===== src/rtl/imem_arbiter_pkg.sv =====
// imem_arbiter_pkg: shared encodings for the instruction-memory arbiter.
// State, owner tag and default widths used by the top and its counter.
package imem_arbiter_pkg;

   localparam int ADDR_W_DEF = 16;
   localparam int DATA_W_DEF = 16;
   localparam int WAIT_W     = 4;

   typedef enum logic [1:0] {
      RUN   = 2'd0,
      DRAIN = 2'd1,
      LOAD  = 2'd2
   } arb_state_e;

   localparam logic OWN_FETCH = 1'b0;
   localparam logic OWN_AUX   = 1'b1;

   typedef struct packed {
      logic valid;
      logic owner;
   } rd_tag_t;

endpackage


===== src/rtl/imem_starve_counter.sv =====
// imem_starve_counter: saturating count of cycles the aux port was refused,
// flagging when the refusal budget is used up.
module imem_starve_counter
   import imem_arbiter_pkg::*;
#(
   parameter int MAX_WAIT = 4
) (
   input  logic clk,
   input  logic rst,
   input  logic count_en_i,
   output logic at_max_o
);

   logic [WAIT_W-1:0] cnt_q;
   logic [WAIT_W-1:0] cnt_d;

   // Anything other than a refused aux request in RUN restarts the count.
   always_comb begin
      cnt_d = '0;
      if (count_en_i) begin
         if (cnt_q != '1) begin
            cnt_d = cnt_q + WAIT_W'(1);
         end else begin
            cnt_d = cnt_q;
         end
      end
   end

   always_ff @(posedge clk) begin
      if (rst) begin
         cnt_q <= '0;
      end else begin
         cnt_q <= cnt_d;
      end
   end

   assign at_max_o = (cnt_q == WAIT_W'(MAX_WAIT));

endmodule


===== src/rtl/imem_arbiter.sv =====
// imem_arbiter: shares one instruction memory between the fetch stage and
// the aux/loader port, and sequences exclusive program loading.
module imem_arbiter
   import imem_arbiter_pkg::*;
#(
   parameter int ADDR_W   = ADDR_W_DEF,
   parameter int DATA_W   = DATA_W_DEF,
   parameter int MAX_WAIT = 4
) (
   input  logic              clk,
   input  logic              rst,
   input  logic              fetch_req,
   input  logic [ADDR_W-1:0] fetch_addr,
   output logic              fetch_gnt,
   output logic [DATA_W-1:0] fetch_rdata,
   output logic              fetch_rvalid,
   input  logic              aux_req,
   input  logic              aux_we,
   input  logic [ADDR_W-1:0] aux_addr,
   input  logic [DATA_W-1:0] aux_wdata,
   output logic              aux_gnt,
   output logic [DATA_W-1:0] aux_rdata,
   output logic              aux_rvalid,
   input  logic              load_mode,
   output logic              cpu_hold,
   output logic [ADDR_W-1:0] mem_rdaddress,
   output logic [ADDR_W-1:0] mem_wraddress,
   output logic              mem_wren,
   output logic [DATA_W-1:0] mem_data,
   input  logic [DATA_W-1:0] mem_q
);

   arb_state_e state_q;
   arb_state_e state_d;
   rd_tag_t    tag_q;
   rd_tag_t    tag_d;
   logic       hold_q;
   logic       hold_d;
   logic       at_max;
   logic       count_en;
   logic       aux_rd_gnt;

   always_comb begin
      state_d   = state_q;
      fetch_gnt = 1'b0;
      aux_gnt   = 1'b0;
      unique case (state_q)
         RUN: begin
            aux_gnt   = aux_req & (~fetch_req | at_max);
            // A load request blocks new fetches so the drain stays short.
            fetch_gnt = fetch_req & ~aux_gnt & ~load_mode;
            if (load_mode) begin
               state_d = DRAIN;
            end
         end
         DRAIN: begin
            state_d = LOAD;
         end
         LOAD: begin
            aux_gnt = aux_req;
            if (!load_mode) begin
               state_d = RUN;
            end
         end
         default: begin
            state_d = RUN;
         end
      endcase
      if (rst) begin
         fetch_gnt = 1'b0;
         aux_gnt   = 1'b0;
      end
   end

   assign count_en   = (state_q == RUN) & aux_req & ~aux_gnt;
   assign aux_rd_gnt = aux_gnt & ~aux_we;

   imem_starve_counter #(
      .MAX_WAIT (MAX_WAIT)
   ) u_starve (
      .clk        (clk),
      .rst        (rst),
      .count_en_i (count_en),
      .at_max_o   (at_max)
   );

   always_comb begin
      tag_d.valid = fetch_gnt | aux_rd_gnt;
      tag_d.owner = aux_rd_gnt ? OWN_AUX : OWN_FETCH;
      hold_d      = (state_q != RUN);
   end

   always_ff @(posedge clk) begin
      if (rst) begin
         state_q <= RUN;
         tag_q   <= '0;
         hold_q  <= 1'b0;
      end else begin
         state_q <= state_d;
         tag_q   <= tag_d;
         hold_q  <= hold_d;
      end
   end

   assign mem_rdaddress = aux_rd_gnt ? aux_addr : fetch_addr;
   assign mem_wraddress = aux_addr;
   assign mem_data      = aux_wdata;
   assign mem_wren      = aux_gnt & aux_we;

   // Reset in the return cycle swallows the pending read.
   assign fetch_rvalid = tag_q.valid & (tag_q.owner == OWN_FETCH) & ~rst;
   assign aux_rvalid   = tag_q.valid & (tag_q.owner == OWN_AUX) & ~rst;
   assign fetch_rdata  = mem_q;
   assign aux_rdata    = mem_q;
   assign cpu_hold     = hold_q;

endmodule


===== config.mk =====
export PLATFORM = sky130hd
export DESIGN_NAME = imem_arbiter
export DESIGN_NICKNAME = d
export VERILOG_FILES = /design/src/rtl/imem_arbiter_pkg.sv /design/src/rtl/imem_starve_counter.sv /design/src/rtl/imem_arbiter.sv
export SDC_FILE = /design/constraint.sdc
export NUM_CORES = 1
export LEC_CHECK = 0
export BUFFER_PORTS_ARGS = -buffer_cell sky130_fd_sc_hd__buf_4
export CORE_MARGIN = 8
export CORE_UTILIZATION = 28
export DETAILED_ROUTE_END_ITERATION = 8
export PLACE_DENSITY = 0.86
export SLEW_MARGIN = 15
export SYNTH_ARGS = -nofsm -noshare
export SYNTH_HDL_FRONTEND = slang
export SYNTH_SLANG_ARGS = --single-unit

===== constraint.sdc =====
create_clock -name clk -period 1.6 [get_ports clk]
set_input_delay 0.08 -clock clk [delete_from_list [all_inputs] [get_ports clk]]
set_output_delay 0.08 -clock clk [all_outputs]
set_load 0.01 [all_outputs]

==> impl_metrics.env, run 1 <==
export IMPL_status="complete, but fails checks"
export IMPL_violations="setup timing"
export IMPL_worstSetupEndpointType="output pin"
export IMPL_design_core_area_mm2=0.00400
export IMPL_synthTopCellsByArea="buf_4 41%, dfxtp_1 16%, mux2_4 10%"
export IMPL_cts_tree="done"
export IMPL_numCtsBuffers=3
export IMPL_hold_class="in -> reg"
export IMPL_yosys_most_used_dff="dfxtp_1"
export IMPL_grt_setup_unrepaired="true"
export IMPL_synth_edf_count=0
export IMPL_first_pass_iters=6
export IMPL_vias=850
export IMPL_post_drt_wl_per_cell_um=15.2
export IMPL_grt_max_degree=19
export IMPL_start_util=0.290
export IMPL_syn_area_mm2=0.00116
export IMPL_port_buffers=75
export IMPL_grt_overflow=0
export IMPL_instances_no_fill=200
export IMPL_insertion_delay_ns=0.23
export IMPL_fin_setup_tns_ns=-3.76
export IMPL_fmax_ghz=0.535
export IMPL_synth_nets=200
export IMPL_min_period_ns=1.87
export IMPL_worst_slew_pin_slew_ns=0.249
export IMPL_maxSlewViolCount=0
export IMPL_final_nets=223
export IMPL_io_pins=156
export IMPL_powerDensity_mw_per_mm2=543
export IMPL_peakVddDrop_v=0.000302
export IMPL_hpwl_um=2700
export IMPL_finalHoldViolCount=0
export IMPL_critPathArrivalTime_ns=1.79
export IMPL_area_growth_pct=25.7
export IMPL_drc=0
export IMPL_finalSetupViolCount=16
export IMPL_drt_total_wl_um=3040
export IMPL_skew_ns=0.00164
export IMPL_cts_clk_slew_worst_paths_ns=0.04
export IMPL_cap_violations=0
export IMPL_synthCells=128
export IMPL_ys_ff_latch=9
export IMPL_grtUsageMet3=0.0357
export IMPL_cp_required_ns=1.52
export IMPL_final_cell_mix="72 x buf_4, 10 x mux2_4, 10 x buf_6"
export IMPL_diodes=0
export IMPL_grt_pass1_vias=978
export IMPL_root_buffer="clkbuf_8"
export IMPL_grtUsageTotal=0.0891
export IMPL_yosys_area_top_type="buf_4"
export IMPL_synth_seq_area_share=0.155
export IMPL_synth_top_cell_area_share=0.414
export IMPL_first_iter_violations=13
export IMPL_gp_congestion=0.850
export IMPL_timing_final_crit_share=1.17
export IMPL_clockBufferDepth=2
export IMPL_clkSinkCount=9
export IMPL_synthDistinctLibCells=25
export IMPL_grt_busiest_layer="met2"
export IMPL_postSynth_asyncResetShare=0
export IMPL_synth_warnings=0
export IMPL_syn_area_per_cell_um2=9.06
export IMPL_die_x_um=80.4
export IMPL_viasPerCell=4.25
export IMPL_drive_above_1_share=0.740
export IMPL_critPathKind="reg -> out"
export IMPL_layout_commonest_cell="buf_4"
export IMPL_max_slew_margin=0.834
export IMPL_grt_pass1_wl_um=4520
export IMPL_p_leak_uw=0.000748
export IMPL_met2_usage=0.156
export IMPL_start_kind="flip-flop"
export IMPL_cp_max_fo=18
export IMPL_grtUsageMet1=0.0792
export IMPL_setup_ws_ns=-0.268
export IMPL_drtAntennaViolNets=0
export IMPL_die_area_mm2=0.00646
export IMPL_antenna_found_initial=0
export IMPL_htree_levels=1
export IMPL_rows=23
export IMPL_place_inst=194
export IMPL_die_h_um=80.4
-- flip-flops by register name (all words and copies together) (netlist names) --
register and cells:
state_q 2, u_starve.cnt_q 4, cpu_hold 1, tag_q 2
-- logic make-up after synthesis --
| group | share of synthesized area |
|---|---|
| simple gates | 0.138 |
| xor+xnor | 0.00755 |
| flops | 0.155 |
| mux | 0.190 |
| buf+inv | 0.444 |
| fa+ha+maj | 0.0216 |
| compound gates | 0.0432 |
-- cells in the mapped netlist (all sizes together) (2+ instances only) --
library cell	number
nor2	6
nand3b	3
nand2b	2
mux2	16
ha	2
dfxtp	9
o21ai	2
nand3	2
and3b	2
nor3b	3
inv	4
buf	65
nor3	2
and2	3
-- report_power, final --
group / internal (uW) / leakage [uW] / switching [uW]
sequential: 234 / 0.0000743 / 5.61
combinational: 186 / 0.000651 / 107
clock: 173 / 0.0000228 / 85.7
total: 593 / 0.000748 / 198
-- routing by layer --
layer / wire (um) / share of wire
met4: 116 / 0.038
met5: 0 / 0
met1: 1030 / 0.34
met3: 278 / 0.091
met2: 1620 / 0.53
-- layout make-up --
type / count / area (um^2)
Multi-Input combinational cell: 50 / 479
Inverter: 4 / 15.0
Sequential cell: 9 / 183
Timing Repair Buffer: 83 / 673
Tap cell: 50 / 62.6
Clock buffer: 4 / 45.0
Fill cell: 394 / 2540
-- critical path: stages (launching register included) --
cell and delay [ns]:
dfxtp_2 0.32, inv_2 0.03, ha_2 0.16, and3b_4 0.18, o211ai_4 0.17, buf_12 0.19
mux2_2 0.34, buf_4 0.14
-- timing repair --
| item | CTS | global route |
|---|---|---|
| buffers inserted | 1 | 1 |
| setup endpoints to repair | 17 | 19 |
| hold buffers | 0 | 0 |
| resized for setup | 12 | 3 |
| pin swaps | 2 | 0 |
-- stage by stage --
step / hold slack (ns) / area [um^2] / setup WS [ns] / utilization / total power [uW]
floorplan: 0.149 / 1160 / 0.00114 / - / 497
global placement: 0.160 / 1350 / -0.00156 / 0.337 / 516
detailed placement: 0.160 / 1350 / -0.0348 / 0.337 / 521
CTS: 0.0685 / 1440 / -0.272 / 0.360 / 799
global route: 0.0648 / 1460 / -0.333 / 0.364 / 837
finish: 0.0716 / 1460 / -0.268 / 0.364 / 791
-- final timing paths --
path	from	to	slack (ns)	depth (start not counted)
worst max register to register	u_starve.cnt_q[0]	u_starve.cnt_q[3]	0.10	6
worst min-delay path	rst	cpu_hold	0.07	2
worst max-delay path	u_starve.cnt_q[0]	mem_rdaddress[6]	-0.27	7
worst min register to register	state_q[0]	cpu_hold	0.55	2
(Power assumes the default switching activity.)
==> inputs of run 2 (changes only) <==
--- a/config.mk
+++ b/config.mk
@@ -9,7 +9,8 @@
 export CORE_MARGIN = 8
 export CORE_UTILIZATION = 28
 export DETAILED_ROUTE_END_ITERATION = 8
-export PLACE_DENSITY = 0.86
+export MAX_ROUTING_LAYER = met4
+export PLACE_DENSITY_LB_ADDON = 0.15
 export SLEW_MARGIN = 15
 export SYNTH_ARGS = -nofsm -noshare
 export SYNTH_HDL_FRONTEND = slang
==> impl_metrics.env, run 2 (synthesis gave the netlist of run 1 again) <==
export IMPL_status="complete, but fails checks"
export IMPL_violations="setup timing"
export IMPL_pwr_share_comb=0.362
export IMPL_port_buffers=75
export IMPL_instances_no_fill=200
export IMPL_placed_area_mm2=0.00135
export IMPL_highest_layer="met4"
export IMPL_critPathKind="reg -> out"
export IMPL_hpwl_um=2930
export IMPL_root_buffer="clkbuf_8"
export IMPL_cts_clk_slew_worst_paths_ns=0.05
export IMPL_clkPwrFrac=0.336
export IMPL_first_iter_violations=10
export IMPL_insertion_delay_ns=0.24
export IMPL_post_cts_setup_buffers=0
export IMPL_crit_cells=7
export IMPL_die_h_um=80.4
export IMPL_grtUsageTotal=0.0921
export IMPL_hold_depth=2
export IMPL_place_inst=196
export IMPL_numCtsBuffers=3
export IMPL_critPathArrivalTime_ns=1.76
export IMPL_antenna_found_initial=0
export IMPL_drt_total_wl_um=3230
export IMPL_final_nets=223
export IMPL_wl_met2_um=1890
export IMPL_io_pins=156
export IMPL_rows=23
export IMPL_largest_register="u_starve.cnt_q"
export IMPL_start_util=0.290
export IMPL_grt_max_degree=11
export IMPL_intPower_uw=587
export IMPL_die_area_mm2=0.00646
export IMPL_drive_above_1_share=0.753
export IMPL_crit_buf_inv=3
export IMPL_powerDensity_mw_per_mm2=547
export IMPL_utilization=0.361
export IMPL_p_switching_uw=202
export IMPL_max_slew_margin=0.838
export IMPL_seqPwrFrac=0.302
export IMPL_hold_class="in -> reg"
export IMPL_cpLargestDelayFamily="buffers and inverters"
export IMPL_grt_setup_unrepaired="true"
export IMPL_fin_setup_tns_ns=-3.60
export IMPL_clkSinkCount=9
export IMPL_route_met3_wl_um=361
export IMPL_p_total_uw=789
export IMPL_viasPerCell=4.22
export IMPL_fin_area_mm2=0.00144
export IMPL_worstSetupEndpointType="output pin"
export IMPL_timing_final_crit_share=1.15
export IMPL_cts_tree="done"
export IMPL_switching_share=0.256
export IMPL_gp_congestion=0.759
export IMPL_finalSetupViolCount=16
export IMPL_layout_commonest_cell="buf_4"
export IMPL_fmax_ghz=0.544
export IMPL_p_leak_uw=0.000741
export IMPL_ff2ff_path_depth=6
export IMPL_worst_slew_pin_slew_ns=0.242
export IMPL_clockBufferDepth=2
export IMPL_fillerInstances=424
export IMPL_peakVddDrop_v=0.000239
export IMPL_slowest_stage="mux2_2"
export IMPL_die_x_um=80.4
export IMPL_drc=0
export IMPL_setup_ws_ns=-0.238
export IMPL_cap_violations=0
export IMPL_reg_largest_list="u_starve.cnt_q: 4 flops, state_q: 2 flops, tag_q: 2 flops"
export IMPL_largest_register_ffs=4
export IMPL_diodes=0
export IMPL_min_period_ns=1.84
export IMPL_wirelength_met1_um=901
export IMPL_first_pass_iters=4
export IMPL_cp_max_fo=8
export IMPL_cpPeakStageDelay_ns=0.34
export IMPL_final_cell_mix="78 x buf_4, 11 x mux2_4, 7 x dfxtp_1"
export IMPL_maxSlewViolCount=0
export IMPL_design_core_area_mm2=0.00400
export IMPL_htree_levels=1
export IMPL_skew_ns=0.00920
export IMPL_start_kind="flip-flop"
export IMPL_grt_overflow=0
export IMPL_grt_pass1_vias=921
export IMPL_area_growth_pct=24.4
export IMPL_vias=843
export IMPL_finalHoldViolCount=0
export IMPL_cts_hold_buf=0
export IMPL_cp_cell_sequence="inv_2 -> ha_4 -> and3b_4 -> o211ai_4 -> buf_6 -> mux2_2 -> buf_4"
export IMPL_grt_pass1_wl_um=4590
export IMPL_drtAntennaViolNets=0
export IMPL_cp_required_ns=1.52
export IMPL_post_drt_wl_per_cell_um=16.2
==> run 2: metrics by stage <==
| step | hold WS [ns] | setup WS, ns |
|---|---|---|
| 2_1_floorplan | 0.149 | 0.00114 |
| 3_5_place_dp | 0.160 | -0.0314 |
| 3_3_place_gp | 0.160 | -0.0113 |
| 4_1_cts | 0.0688 | -0.252 |
| 6_report | 0.0755 | -0.238 |
| 5_1_grt | 0.0720 | -0.313 |
==> run 2: path summary, 6_finish.rpt <==
path / startpoint / endpoint / slack [ns]
setup / recovery: u_starve.cnt_q[0] / mem_rdaddress[5] / -0.24
hold / removal: rst / state_q[1] / 0.08
setup reg to reg: u_starve.cnt_q[0] / u_starve.cnt_q[3] / 0.07
hold reg to reg: u_starve.cnt_q[3] / u_starve.cnt_q[3] / 0.58
==> run 2: per-layer routing <==
metal,global-route usage,vias up
met1,0.0721,376
li1,-,400
met2,0.174,53
met4,0.0473,0
met5,-,-
met3,0.0402,14
==> run 2: area by class of cell <==
type                            count  area, um^2  share of cell area
Clock buffer                        4        45.0              0.0312
Inverter                            4        15.0              0.0104
Tap cell                           50        62.6              0.0434
Sequential cell                     9         183               0.127
Multi-Input combinational cell     50         495               0.343
Timing Repair Buffer               83         642               0.445
==> run 2: power groups by stage <==
stage | clock, uW | combinational, uW | sequential, uW
after global placement | 0 | 278 | 242
after floorplan | 0 | 252 | 244
after global routing | 287 | 305 | 239
after CTS | 276 | 289 | 238
final | 265 | 286 | 238
after detailed placement | 0 | 282 | 242
==> run 2: timing repair <==
action                                  4_1_cts  5_1_grt
pin swaps                                     2        1
endpoints found under the setup margin       17       19
gates resized for setup                       9        5
==> inputs of run 3 (changes only) <==
--- a/config.mk
+++ b/config.mk
@@ -5,9 +5,10 @@
 export SDC_FILE = /design/constraint.sdc
 export NUM_CORES = 1
 export LEC_CHECK = 0
+export ABC_AREA = 1
 export BUFFER_PORTS_ARGS = -buffer_cell sky130_fd_sc_hd__buf_4
 export CORE_MARGIN = 8
-export CORE_UTILIZATION = 28
+export CORE_UTILIZATION = 29
 export DETAILED_ROUTE_END_ITERATION = 8
 export MAX_ROUTING_LAYER = met4
 export PLACE_DENSITY_LB_ADDON = 0.15
==> impl_metrics.env, run 3 <==
export IMPL_min_from="rst"
export IMPL_synth_nets=247
export IMPL_synthTopCellsByArea="buf_4 42%, dfxtp_1 15%, nand2_1 12%"
export IMPL_max_slew_margin=0.730
export IMPL_place_inst=237
export IMPL_synth_top_cells_by_count="65 x buf_4, 38 x nand2_1, 18 x nand4_1"
export IMPL_fin_area_mm2=0.00153
export IMPL_clkSinkCount=9
export IMPL_syn_area_per_cell_um2=6.70
export IMPL_cp_cell_sequence="inv_1 -> ha_4 -> nand3_4 -> nand3_4 -> nand3_4 -> nand2_1 -> nand2_1 -> buf_6"
export IMPL_first_iter_violations=24
export IMPL_worst_slew_pin_slew_ns=0.403
export IMPL_multi_input_area_um2=505
export IMPL_yosys_most_used_dff="dfxtp_1"
export IMPL_grtUsageMet1=0.0988
export IMPL_met2_usage=0.170
export IMPL_viasPerCell=4.59
export IMPL_layout_commonest_cell="buf_4"
export IMPL_clockBufferDepth=2
export IMPL_critPathKind="reg -> out"
export IMPL_cts_hold_buf=0
export IMPL_register_area_um2=183
export IMPL_cp_max_fo=8
export IMPL_crit_top_cell="nand3_4"
export IMPL_numCtsBuffers=3
export IMPL_synth_top_cell_area_share=0.416
export IMPL_worstSetupEndpointType="output pin"
export IMPL_grt_pass1_vias=1122
export IMPL_timing_final_crit_share=0.970
export IMPL_diodes=0
export IMPL_start_kind="flip-flop"
export IMPL_vias=1143
export IMPL_synth_seq_area_share=0.154
export IMPL_crit_path_start="u_starve.cnt_q[0]"
export IMPL_hold_class="in -> reg"
export IMPL_cts_tree="done"
export IMPL_p_leak_uw=0.000795
export IMPL_grt_max_degree=14
export IMPL_htree_levels=1
export IMPL_status="complete, no violations"
export IMPL_root_buffer="clkbuf_8"
export IMPL_area_growth_pct=30.8
export IMPL_skew_ns=0.00329
export IMPL_port_buffers=75
export IMPL_insertion_delay_ns=0.23
export IMPL_post_drt_wl_per_cell_um=14.8
export IMPL_powerDensity_mw_per_mm2=557
export IMPL_r2r_setup_slack_ns=0.26
export IMPL_first_pass_iters=4
export IMPL_fillerInstances=417
export IMPL_gp_congestion=0.795
export IMPL_r2r_start="u_starve.cnt_q[0]"
export IMPL_cap_violations=0
export IMPL_drive_above_1_share=0.523
export IMPL_syn_area_mm2=0.00117
export IMPL_start_util=0.297
export IMPL_hpwl_um=2850
export IMPL_design_core_area_mm2=0.00394
export IMPL_final_nets=272
export IMPL_grt_setup_unrepaired="true"
export IMPL_r2r_end="tag_q[1]"
export IMPL_maxSlewViolCount=0
export IMPL_grt_overflow=0
export IMPL_cts_clk_slew_worst_paths_ns=0.05
export IMPL_ys_ff_latch=9
export IMPL_drt_total_wl_um=3700
export IMPL_p_total_uw=855
export IMPL_largest_register_ffs=4
export IMPL_finalHoldViolCount=0
export IMPL_yosys_area_top_type="buf_4"
export IMPL_critPathArrivalTime_ns=1.47
export IMPL_drtAntennaViolNets=0
export IMPL_synth_edf_count=0
export IMPL_grt_busiest_layer="met2"
export IMPL_grtUsageTotal=0.106
export IMPL_instances_no_fill=249
export IMPL_cpPeakStageDelay_ns=0.32
export IMPL_peakVddDrop_v=0.000362
export IMPL_postSynth_asyncResetShare=0
export IMPL_antenna_found_initial=0
export IMPL_ff2ff_path_depth=7
export IMPL_fmax_ghz=0.644
export IMPL_utilization=0.389
export IMPL_grt_pass1_wl_um=5290
export IMPL_final_cell_mix="77 x buf_4, 34 x nand2_1, 18 x nand4_1"
export IMPL_die_area_mm2=0.00633
export IMPL_die_x_um=79.6
export IMPL_io_pins=156
export IMPL_slowest_stage="dfxtp_2"
export IMPL_endpoint="mem_rdaddress[3]"
export IMPL_grtUsageMet3=0.0428
export IMPL_die_h_um=79.6
export IMPL_finalSetupViolCount=0
export IMPL_synthCells=175
export IMPL_placed_area_mm2=0.00133
export IMPL_min_period_ns=1.55
export IMPL_cp_required_ns=1.52
export IMPL_synth_warnings=0
export IMPL_rows=23
export IMPL_drc=0
export IMPL_reg_largest_list="u_starve.cnt_q: 4 flops, state_q: 2 flops, tag_q: 2 flops"
export IMPL_synthDistinctLibCells=20
export IMPL_yosysMostFrequentCell="buf_4"
export IMPL_largest_register="u_starve.cnt_q"
-- run 3: cell count changes after synthesis, moves of 3 or more --
| cell | before | now |
|---|---|---|
| mux2_2 | 8 | 0 |
| and2_1 | 3 | 0 |
| nand4_1 | 0 | 18 |
| nor2_1 | 6 | 13 |
| nand2_1 | 0 | 38 |
| inv_1 | 4 | 12 |
| mux2_4 | 8 | 0 |
| nand3b_1 | 3 | 0 |
-- run 3: power breakdown --
part | internal [uW] | total [uW] | switching (uW)
clock network | 171 | 270 | 99.1
logic | 186 | 344 | 158
registers | 234 | 241 | 6.71
total | 591 | 855 | 264
-- run 3: logic make-up (layout without fill, tap and decap cells) --
kind of cell / count (synthesis) / in the layout / share of synthesized area
xor gates and xnor gates: 1 / 1 / 0.00747
adders and majority gates: 2 / 2 / 0.0213
buffers and inverters: 81 / 103 / 0.475
AOI/OAI and AO/OA: 6 / 6 / 0.0277
DFF: 9 / 9 / 0.154
and+or+nand+nor: 76 / 78 / 0.315
-- run 3: how the worst min path moves through the flow --
stage              endpoint  cells past startpoint
2_1_floorplan    state_q[0]                      1
3_3_place_gp   mem_data[12]                      0
3_5_place_dp   mem_data[12]                      0
4_1_cts          state_q[0]                      2
5_1_grt          state_q[0]                      2
6_report         state_q[0]                      2
-- run 3: final cells by class --
class | count | area share
clock buffers | 3 | 0.0269
clock inverters | 1 | 0.00326
inverters | 13 | 0.0318
multi-input cells | 87 | 0.330
flip-flops and latches | 9 | 0.119
well taps | 50 | 0.0408
repair buffers | 86 | 0.449
-- run 3: critical path, delay by kind of cell (launching register included) --
| family | cells | cell delay [ns] |
|---|---|---|
| simple gates | 5 | 0.58 |
| flops | 1 | 0.32 |
| buf+inv | 2 | 0.20 |
| fa+ha+maj | 1 | 0.14 |
-- run 3: repair_timing --
action                     CTS  global route
setup buffers                4             1
gates cloned                 3             0
pin swaps                    3             7
setup endpoints to repair   16            18
gates resized for setup      8            14
-- run 3: per-stage QoR --
step           setup slack, ns  setup TNS (ns)  hold slack [ns]
2_1_floorplan            0.221               0            0.157
3_3_place_gp             0.121               0            0.160
3_5_place_dp             0.101               0            0.160
4_1_cts                0.00422               0           0.0538
5_1_grt                -0.0383          -0.313           0.0583
6_report                0.0476               0           0.0618
-- run 3: metal layers --
metal,wire [um],vias up
met2,1830,63
met3,427,18
li1,-,551
met1,1330,511
met5,0,-
met4,105,0
